--- src/rtl/puf_key_collector.sv ---
// PUF key collector: sweeps four challenges, majority-votes each response bit,
// and assembles a 32-bit device key plus a per-bit instability mask.
module puf_key_collector #(
  parameter int SETTLE_CYCLES = 4,
  parameter int NUM_SAMPLES   = 5
) (
  input  logic        clk,
  input  logic        rst_n,
  input  logic        start,
  input  logic        abort,
  output logic        puf_enable,
  output logic [1:0]  puf_challenge,
  input  logic [7:0]  puf_response,
  output logic        busy,
  output logic        done,
  output logic        key_valid,
  output logic [31:0] key,
  output logic [31:0] unstable_mask,
  output logic        key_unstable
);

  localparam int CW = $clog2(NUM_SAMPLES + 1);
  localparam int MAXC =
    (SETTLE_CYCLES > NUM_SAMPLES) ? SETTLE_CYCLES : NUM_SAMPLES;
  localparam int TW = $clog2(MAXC + 1);
  localparam logic [CW-1:0] HALF = CW'(NUM_SAMPLES / 2);
  localparam logic [CW-1:0] FULL = CW'(NUM_SAMPLES);
  localparam logic [TW-1:0] SET_LAST = TW'(SETTLE_CYCLES - 1);
  localparam logic [TW-1:0] SMP_LAST = TW'(NUM_SAMPLES - 1);

  typedef enum logic [2:0] {
    IDLE,
    SETTLE,
    SAMPLE,
    STORE,
    DONE
  } state_t;

  state_t          state;
  state_t          state_n;
  logic [1:0]      chal;
  logic [TW-1:0]   timer;
  logic [7:0]      sync1;
  logic [7:0]      sync2;
  logic [CW-1:0]   cnt [8];
  logic [7:0]      vote;
  logic [7:0]      unst;
  logic            accept;
  logic            kill;
  logic            store_ok;

  assign puf_enable    = (state == SETTLE) || (state == SAMPLE);
  assign busy          = puf_enable || (state == STORE);
  assign done          = (state == DONE);
  assign puf_challenge = chal;
  assign key_unstable  = |unstable_mask;

  // Next-state decode; abort wins over every busy-state transition.
  always_comb begin
    state_n  = state;
    accept   = 1'b0;
    kill     = 1'b0;
    store_ok = 1'b0;
    case (state)
      IDLE: begin
        if (start) begin
          state_n = SETTLE;
          accept  = 1'b1;
        end
      end
      SETTLE: begin
        if (abort) begin
          state_n = IDLE;
          kill    = 1'b1;
        end else if (timer == SET_LAST) begin
          state_n = SAMPLE;
        end
      end
      SAMPLE: begin
        if (abort) begin
          state_n = IDLE;
          kill    = 1'b1;
        end else if (timer == SMP_LAST) begin
          state_n = STORE;
        end
      end
      STORE: begin
        if (abort) begin
          state_n = IDLE;
          kill    = 1'b1;
        end else begin
          store_ok = 1'b1;
          state_n  = (chal == 2'd3) ? DONE : SETTLE;
        end
      end
      DONE:    state_n = IDLE;
      default: state_n = IDLE;
    endcase
  end

  // Majority vote and disagreement flag per response bit.
  always_comb begin
    vote = '0;
    unst = '0;
    for (int i = 0; i < 8; i++) begin
      vote[i] = cnt[i] > HALF;
      unst[i] = (cnt[i] != '0) && (cnt[i] != FULL);
    end
  end

  // State, phase timer and challenge index.
  always_ff @(posedge clk or negedge rst_n) begin
    if (!rst_n) begin
      state <= IDLE;
      timer <= '0;
      chal  <= '0;
    end else begin
      state <= state_n;
      if ((state_n != state) || !puf_enable) begin
        timer <= '0;
      end else begin
        timer <= timer + TW'(1);
      end
      if (accept || kill) begin
        chal <= '0;
      end else if (store_ok) begin
        chal <= chal + 2'd1;
      end
    end
  end

  // Two-flop synchroniser for the asynchronous PUF response.
  always_ff @(posedge clk or negedge rst_n) begin
    if (!rst_n) begin
      sync1 <= '0;
      sync2 <= '0;
    end else begin
      sync1 <= puf_response;
      sync2 <= sync1;
    end
  end

  // Per-bit ones counters accumulated over the sample window.
  always_ff @(posedge clk or negedge rst_n) begin
    if (!rst_n) begin
      for (int i = 0; i < 8; i++) cnt[i] <= '0;
    end else begin
      for (int i = 0; i < 8; i++) begin
        if (accept || kill || store_ok) begin
          cnt[i] <= '0;
        end else if ((state == SAMPLE) && sync2[i]) begin
          cnt[i] <= cnt[i] + CW'(1);
        end
      end
    end
  end

  // Key, mask and valid flag; cleared on accept or abort.
  always_ff @(posedge clk or negedge rst_n) begin
    if (!rst_n) begin
      key           <= '0;
      unstable_mask <= '0;
      key_valid     <= 1'b0;
    end else if (accept || kill) begin
      key           <= '0;
      unstable_mask <= '0;
      key_valid     <= 1'b0;
    end else if (store_ok) begin
      key[{chal, 3'b000} +: 8]           <= vote;
      unstable_mask[{chal, 3'b000} +: 8] <= unst;
      if (chal == 2'd3) key_valid <= 1'b1;
    end
  end

endmodule

--- config.mk ---
export PLATFORM = sky130hd
export DESIGN_NAME = puf_key_collector
export DESIGN_NICKNAME = d
export VERILOG_FILES = /design/src/rtl/puf_key_collector.sv
export SDC_FILE = /design/constraint.sdc
export NUM_CORES = 1
export LEC_CHECK = 0
export CAP_MARGIN = 20
export CORE_MARGIN = 1
export CORE_UTILIZATION = 45
export CTS_BUF_LIST = sky130_fd_sc_hd__clkbuf_4
export DETAILED_ROUTE_END_ITERATION = 7
export PLACE_DENSITY = 0.69
export REMOVE_ABC_BUFFERS = 1
export SYNTH_ARGS = -nofsm -noshare
export SYNTH_HDL_FRONTEND = slang
export SYNTH_SLANG_ARGS = --single-unit
--- constraint.sdc ---
create_clock -name clk -period 2.4 [get_ports clk]
set_input_delay 0.24 -clock clk [delete_from_list [all_inputs] [get_ports clk]]
set_output_delay 0.24 -clock clk [all_outputs]
set_load 0.02 [all_outputs]
; After elaboration in Yosys (flattened, before gate mapping)
; Cells that the tools add are included.
[totals]
ff_bits = 113
inputBits = 12
output_inout_bits = 71
wordCells = 140
[op_classes]
shifts = 3
reduce_logical = 44
n_lt_le_gt_ge = 8
eq_ne = 16
add_sub_neg = 11
mux = 42
[ops]
columns = op, count
row1 = 32-bit 2-to-1 mux, 4
row2 = 3-bit 2-to-1 mux, 24
row3 = 32-bit bitwise mux, 2
row4 = 8-bit by 7-bit variable part select with 32-bit output, 2
row5 = 32-bit OR reduction, 1
row6 = 8-bit by 7-bit variable shift with 32-bit output (first input constant), 1
row7 = 3-bit by 1-bit adder with 3-bit output (second input constant), 9
row8 = 3-bit by 2-bit > comparator with 1-bit output (second input constant), 8
row9 = 3-bit inequality test (second input constant), 8
row10 = 3-bit nonzero test, 8
row11 = 2-bit nonzero test, 10
row12 = 1-bit logical AND, 16
row13 = 3-bit one-hot mux with 4 select lines, 1
row14 = 3-bit by 2-bit == test with 1-bit output (second input constant), 3
row15 = 1-bit 2-to-1 mux, 9
row16 = 5-bit negator with 7-bit output, 1
row17 = 3-bit == test (second input constant), 2
row18 = 1-bit logical OR, 5
row19 = 2-bit 2-to-1 mux, 2
row20 = 3-bit by 1-bit == test with 1-bit output (second input constant), 1
row21 = 3-bit zero test, 1
row22 = 3-bit inequality test, 1
row23 = 3-bit OR reduction, 1
row24 = 2-bit by 1-bit adder with 2-bit output (second input constant), 1
row25 = other kinds (3), 3

; Longest topological paths before layout
; Gate-level depths: netlist (run 1).
[logic_depth]
ltp_word = 7
depth_mapped = 8
depth_no_buf = 6

; Worst setup path after synthesis (run 1)
; Ideal clock, no wire load.
[synth_path]
path_kind = reg2reg
start = register chal[0], in the netlist puf_challenge[0]
end = register unstable_mask[31]
arrival_time_ns = 1.971
path_stages_with_launch = 7
path_buffers = 1
setup_slack_ns = 0.357
setup_time_ns = 0.072
synth_period_minus_slack_ns = 2.043
t_required_ns = 2.328
cell_sequence = dfrtp_1 inv_1 ha_1 nor4_4 buf_2 a22oi_1 nor2_1
[synth_between]
elab_chain_cells = 5
elab_cells_between_ends = 6
classes_between = add/sub: 1 / shift: 2 / mux: 3
[synth_rtl]
columns = item, line_no
row1 = "start, declared", 41  ; logic [1:0] chal;
row2 = "start signal, assigned", 127  ; chal <= chal + 2'd1;
row3 = 5-bit negator with 7-bit output *, 170  ; unstable_mask[{chal, 3'b000} +: 8] <= unst;
row4 = 8-bit by 7-bit variable part select with 32-bit output / 8-bit by 7-bit variable shift with 32-bit output (equally long branches), 170
row5 = 32-bit bitwise mux *, 170
row6 = 32-bit 2-to-1 mux *, 168  ; end else if (store_ok) begin
row7 = 32-bit 2-to-1 mux *, 164  ; end else if (accept || kill) begin
row8 = "end signal, assigned by index", 170
row9 = "end, declared", 18  ; output logic [31:0] unstable_mask,
; Every way passes the cells marked *; elsewhere a longest branch is shown, timed or not. The select of a mux whose other input is x is not followed.
; A chain may end at the register's enable or synchronous reset.

; Worst setup path in the final report (run 1)
[layout_path]
start = register unstable_mask[24]
end = output port key_unstable
[layout_between]
elab_chain_cells = 1
[layout_rtl]
columns = item, line_no
row1 = 32-bit OR reduction, 56  ; assign key_unstable = |unstable_mask;
row2 = "end, declared", 19  ; output logic key_unstable
; No other way between the ends.

==> results of run 1 <==
synth_stat cells (all sizes together) (2+ instances only):
library cell,number,share of area [%]
nor2b,2,0.24
a22o,16,2.7
xnor2,8,1.3
nor3,2,0.29
ha,41,9.8
nand3,17,1.6
clkbuf,4,0.31
buf,21,2.3
xor2,8,1.3
mux2,2,0.43
or3b,2,0.33
inv,21,1.5
mux2i,11,2.1
o21ai,2,0.19
nand2b,2,0.24
nand4,2,0.24
dfrtp,113,54
nor4,12,2.0
nand2,25,1.8
a22oi,48,6.9
o21bai,8,1.1
a21oi,12,1.4
nor2,70,5.0
or2,2,0.24
and2,2,0.24
logic make-up (layout without fill, tap and decap cells):
group | count (synthesis) | after routing | share of synthesized area [%]
multiplexers | 13 | 13 | 2.527
adder cells (fa/ha/maj) | 41 | 41 | 9.774
flip-flops | 113 | 113 | 53.87
AO/OA/AOI/OAI | 89 | 89 | 12.75
AND/OR/NAND/NOR | 147 | 147 | 14.28
XOR/XNOR | 16 | 16 | 2.670
buffers and inverters | 46 | 154 | 4.124
worst reg2reg max path, stage by stage, from the launching register on:
cell	delay, ns
dfrtp_1	0.60
inv_1	0.17
ha_1	0.42
nor4_4	0.30
buf_4	0.29
a22oi_1	0.14
nor2_1	0.12
registers in the layout, summed over array words and instances (netlist names), 2 cells and up:
signal         flops
key               32
cnt               24
timer              3
state              3
unstable_mask     32
sync1              8
puf_challenge      2
sync2              8
through the flow:
stage               total power [µW]  std cells
finish                          3816        716
global route                    3964        716
CTS                             3849        716
detailed placement              2166        683
global placement                2161        683
floorplan                       2045        440
power groups by stage:
stage | logic [µW] | registers, µW | clock network, µW
6_report | 193 | 1930 | 1690
5_1_grt | 215 | 1940 | 1810
2_1_floorplan | 73.5 | 1970 | 0
3_5_place_dp | 196 | 1970 | 0
3_3_place_gp | 191 | 1970 | 0
4_1_cts | 197 | 1930 | 1720
path summary, 6_finish.rpt:
check | end | slack (ns) | depth (start not counted)
max | key_unstable | 0.11 | 4
min | sync1[0] | 0.15 | 1
min reg2reg | sync2[6] | 0.36 | 0
max reg2reg | unstable_mask[27] | 0.29 | 6
max in group asynchronous | key[20] | 1.50 | 3
min in group asynchronous | sync1[0] | 0.26 | 2
layout make-up:
cell class	count	share of cell area [%]
Sequential cell	113	42.15
Clock buffer	17	1.902
Inverter	21	1.174
Tap cell	143	2.666
Timing Repair Buffer	101	14.75
Multi-Input combinational cell	306	34.15
Clock inverter	15	3.207
routing by layer:
metal | vias to the layer above | global-route usage (%) | routed length (µm)
li1 | 1817 | - | -
met1 | 1993 | 31.84 | 5629
met2 | 145 | 36.56 | 6413
met3 | 8 | 6.937 | 1043
met4 | 0 | 6.762 | 70
met5 | - | 0 | 0
repair_timing:
action	in CTS	in global routing
pin swaps	0	1
hold buffers	1	0
setup endpoints to repair	1	3
resized for setup	7	8
buffers inserted	0	0
hold endpoints to repair	45	0
==> metrics.cfg, run 1 <==
[cells_and_area]
multiInputGateArea_um2=2292
final_layout_size_suffix_gt1_share_pct=11.69
syn2layout_area_growth_pct=27.87
regArea_um2=2829
most-common-layout-cells=dfrtp_1 (112), clkdlybuf4s50_1 (79), nor2_1 (70)
final_nets=613
finish.utilization_pct=59.03
num_antenna_cells=0
num-fill-cells=992
final_design_area_no_fill_um2=6711
mostFrequentLayoutCell=dfrtp_1

[yosys]
synthDistinctLibCells=45
synth_cells=465
yosys_most_used_dff=dfrtp_1
synth_async_sr_flop_share_pct=100.0
ys.warnings.count=0
post_synthesis_instance_area_um2=5249
synth.ff_latch_count=113
synth-edff-count=0
syn_avg_cell_area_um2=11.29
synth_seq_area_share_pct=53.87

[routing]
wl_per_cell_um=18.38
drc=0
drt-total-wl_um=13160
route.vias.total=3963
first_pass_detailed_route_iteration_total=5
first_iter_violations=169
avgViaCountPerCell=5.535
post_drt_antenna_nets=0

[placed_design]
placedInstanceArea_um2=6269
port-buffer-count=82
placer_congestion_estimate=0.7637
post-place-ws_ns=0.2128
hpwl_um=8883

[floorplanning]
core-area_um2=11370
start_util_pct=46.16
floorplan.die_area_um2=12100
die-width_um=110
pin_count=83
floorplan.rows=39
dieHeight_um=110

[worst_setup_path]
crit_type=flop to primary output
worst_ep_required_time_ns=2.16
critPathArrivalTime_ns=2.05
critical_path.max_stage_delay_ns=0.44
end_kind=primary output
crit_path_start_kind=flop
critical_path.slowest_cell=dfrtp_1
crit_path_cell_trace=nor4_4, nand4_1, or2_2, dlygate4sd2_1
timing.critical_path.from=unstable_mask[24]
reg2reg_from=puf_challenge[0]
crit_family=simple AND/OR/NAND/NOR gates
path_buf_inv=1
worst-path-max-fanout=3

[timing]
hold_viol=0
whs_ns=0.1469
timing.final.max_slew_violations=0
layout_min_cycle_time_ns=2.287
setup_viol=0
final.period_utilization_pct=95.29
max_slew_margin_pct=46.31
setup_tns_ns=0
worst-slew-pin-transition_ns=0.8053
final.setup.worst_slack_ns=0.1131
finClkSkew_ns=0.01955
clock.fmax_mhz=437.3

[cts]
tritoncts_num_sinks=113
clk_root_buffer_cell=clkbuf_4
cts_inserted_buffers=17
worst_skew_pair.late_latency_ns=0.51
tritoncts_clock_tree=yes
worst_setup_hold_path_clk_slew_ns=0.12
htree_levels=4
clock_tree.buffer_depth=2

[grt]
grt_first_pass_wirelength_um=20780
number_of_antenna_violations_at_the_first_check_in_global_routing=0
grt_pass1_vias=3964
track_usage_pct=23.48
grt_max_degree=48
grt_remaining_overflow=0

[pwr]
vdd_ir_drop_max_uv=318.9
p_switching_uw=911.1
p_comb_share_pct=5.1
switching_share_pct=23.88
seq_power_share_pct=50.7
power.leakage_uw=0.002973
power-per-cell-area_nw_per_um2=568.5
share_clk_of_total_power_pct=44.3
internal_power_uw=2905

[hold_path]
min-delay-path-class=input pin to flop
min_from=puf_response[0]

[run_status]
outcome=finished clean

[flow_run]
timing.max_cap.violations=0

No activity file was read; power rests on OpenSTA's default activity.
==> run 2: changes to the inputs <==
--- a/config.mk
+++ b/config.mk
@@ -11,6 +11,7 @@
 export CTS_BUF_LIST = sky130_fd_sc_hd__clkbuf_4
 export DETAILED_ROUTE_END_ITERATION = 7
 export PLACE_DENSITY = 0.69
+export RECOVER_POWER = 100
 export REMOVE_ABC_BUFFERS = 1
 export SYNTH_ARGS = -nofsm -noshare
 export SYNTH_HDL_FRONTEND = slang
==> metrics.cfg, run 2 (synthesis gave the netlist of run 1 again) <==
[timing]
worst-slew-pin-transition_ns=1.170
whs_ns=0.2660
final.period_utilization_pct=95.65
setup_tns_ns=0
setup_viol=0
timing.final.max_slew_violations=0
layout_min_cycle_time_ns=2.296
hold_viol=0
finClkSkew_ns=0.01993
max_slew_margin_pct=22.03
clock.fmax_mhz=435.6

[floorplanning]
die-width_um=110
dieHeight_um=110
core-area_um2=11370
floorplan.rows=39
floorplan.die_area_um2=12100
start_util_pct=46.16
pin_count=83

[pwr]
power.leakage_uw=0.003179
design_power_total_uw=3801
vdd_ir_drop_max_uv=317.2
power-per-cell-area_nw_per_um2=570.8

[worst_setup_path]
critPathArrivalTime_ns=2.06
crit_path_start_kind=flop
reg2reg_from=puf_challenge[0]
crit-reg2reg-capture=unstable_mask[27]
timing.critical_path.from=unstable_mask[17]
worst_ep_required_time_ns=2.16
r2r_cells=6
worst-path-max-fanout=3
r2r_slack_ns=0.28
crit_type=flop to primary output
end_kind=primary output

[grt]
track_usage_pct=23.48
grt_max_degree=48
grt_remaining_overflow=0
globalRoute.busiestLayer=met2
grt.met3_usage_pct=6.937
number_of_antenna_violations_at_the_first_check_in_global_routing=0
grt_pass1_vias=3964
grt_first_pass_wirelength_um=20780
grt_util_met2_pct=36.56
global_route_track_usage_on_met1_pct=31.84

[routing]
first_pass_detailed_route_iteration_total=4
post_drt_antenna_nets=0
wl_per_cell_um=18.39
route.vias.total=3944
first_iter_violations=165
drc=0
drt-total-wl_um=13170
avgViaCountPerCell=5.508

[run_status]
outcome=finished clean

[hold_path]
min-delay-path-class=input pin to flop
worstHoldEndpoint=sync1[0]
min_from=puf_response[0]
hold_path_depth=1

[cts]
worst_skew_pair.late_latency_ns=0.51
tritoncts_clock_tree=yes
clock_tree.buffer_depth=2
clk_root_buffer_cell=clkbuf_4
htree_levels=4
worst_setup_hold_path_clk_slew_ns=0.12
cts_inserted_buffers=17
tritoncts_num_sinks=113
postCtsSetupBuffers=0

[placed_design]
placer_congestion_estimate=0.7637
port-buffer-count=82
hpwl_um=8883

[flow_run]
timing.max_cap.violations=0

[cells_and_area]
syn2layout_area_growth_pct=26.89
largestRegisters=key: 32 flops, unstable_mask: 32 flops, cnt: 24 flops
regArea_um2=2829
multiInputGateArea_um2=2281
final_layout_size_suffix_gt1_share_pct=11.52
final_nets=613
most-common-layout-cells=dfrtp_1 (112), nor2_1 (70), dlygate4sd3_1 (70)
mostFrequentLayoutCell=dfrtp_1
finish.utilization_pct=58.58
num_antenna_cells=0
num-fill-cells=998

## run 2: cell count changes in the layout (fill, tap and decap cells not counted)
| cell | change |
|---|---|
| buf_4 | -4 |
| buf_12 | -2 |
| a21oi_1 | +1 |
| clkdlybuf4s50_1 | -69 |
| clkbuf_2 | +6 |
| a21oi_4 | -1 |
| dlygate4sd3_1 | +69 |
## run 2: worst max-delay path by stage
stage | endpoint | slack [ns] | cells after the start
detailed placement | key[8] | 0.21 | 4
finish | key_unstable | 0.10 | 4
global route | key_unstable | -0.04 | 4
CTS | key_unstable | 0.03 | 4
floorplan | cnt[0] | -0.09 | 4
global placement | key[8] | 0.27 | 4
## run 2: per-stage QoR
stage               setup slack, ns  cells  instance area (µm²)
finish                       0.1043    716                 6660
global route               -0.03694    716                 6660
CTS                         0.03301    716                 6660
detailed placement           0.2128    683                 6269
global placement             0.2700    683                 6269
floorplan                  -0.09065    440                 5111
## run 2: power breakdown
group | switching, µW | internal [µW] | total (µW)
logic | 131 | 45.5 | 176
clock network | 767 | 925 | 1690
registers | 13.3 | 1920 | 1930
## run 2: cell type report
cell class	count	area share [%]
repair buffers	101	14.26
flip-flops and latches	113	42.48
multi-input cells	306	34.25
clock inverters	15	3.231
well taps	143	2.686
inverters	21	1.184
clock buffers	17	1.916
## run 2: repair_timing
item                       in CTS  in global routing
gates resized for setup         7                  8
hold buffers                    1                  0
setup endpoints to repair       1                  3
hold endpoints to repair       45                  0
pin swaps                       0                  1
## run 2: worst max-delay path, cell delays in order, from the launching register on
cell and delay [ns]:
dfrtp_1 0.45, nor4_4 0.34, nand4_1 0.10, or2_2 0.33, dlygate4sd2_1 0.33
## run 2: metal layers
metal | part of all wire (%) | vias up
met3 | 6.7 | 8
met5 | 0 | -
met1 | 44 | 1995
li1 | - | 1816
met4 | 0.74 | 0
met2 | 48 | 125
==> run 3: changes to the inputs <==
--- a/config.mk
+++ b/config.mk
@@ -9,6 +9,7 @@
 export CORE_MARGIN = 1
 export CORE_UTILIZATION = 45
 export CTS_BUF_LIST = sky130_fd_sc_hd__clkbuf_4
+export CTS_CLUSTER_SIZE = 25
 export DETAILED_ROUTE_END_ITERATION = 7
 export PLACE_DENSITY = 0.69
 export RECOVER_POWER = 100
==> results of run 3 <==
Same layout as run 2: the final DEF is identical, and so are final timing and power.
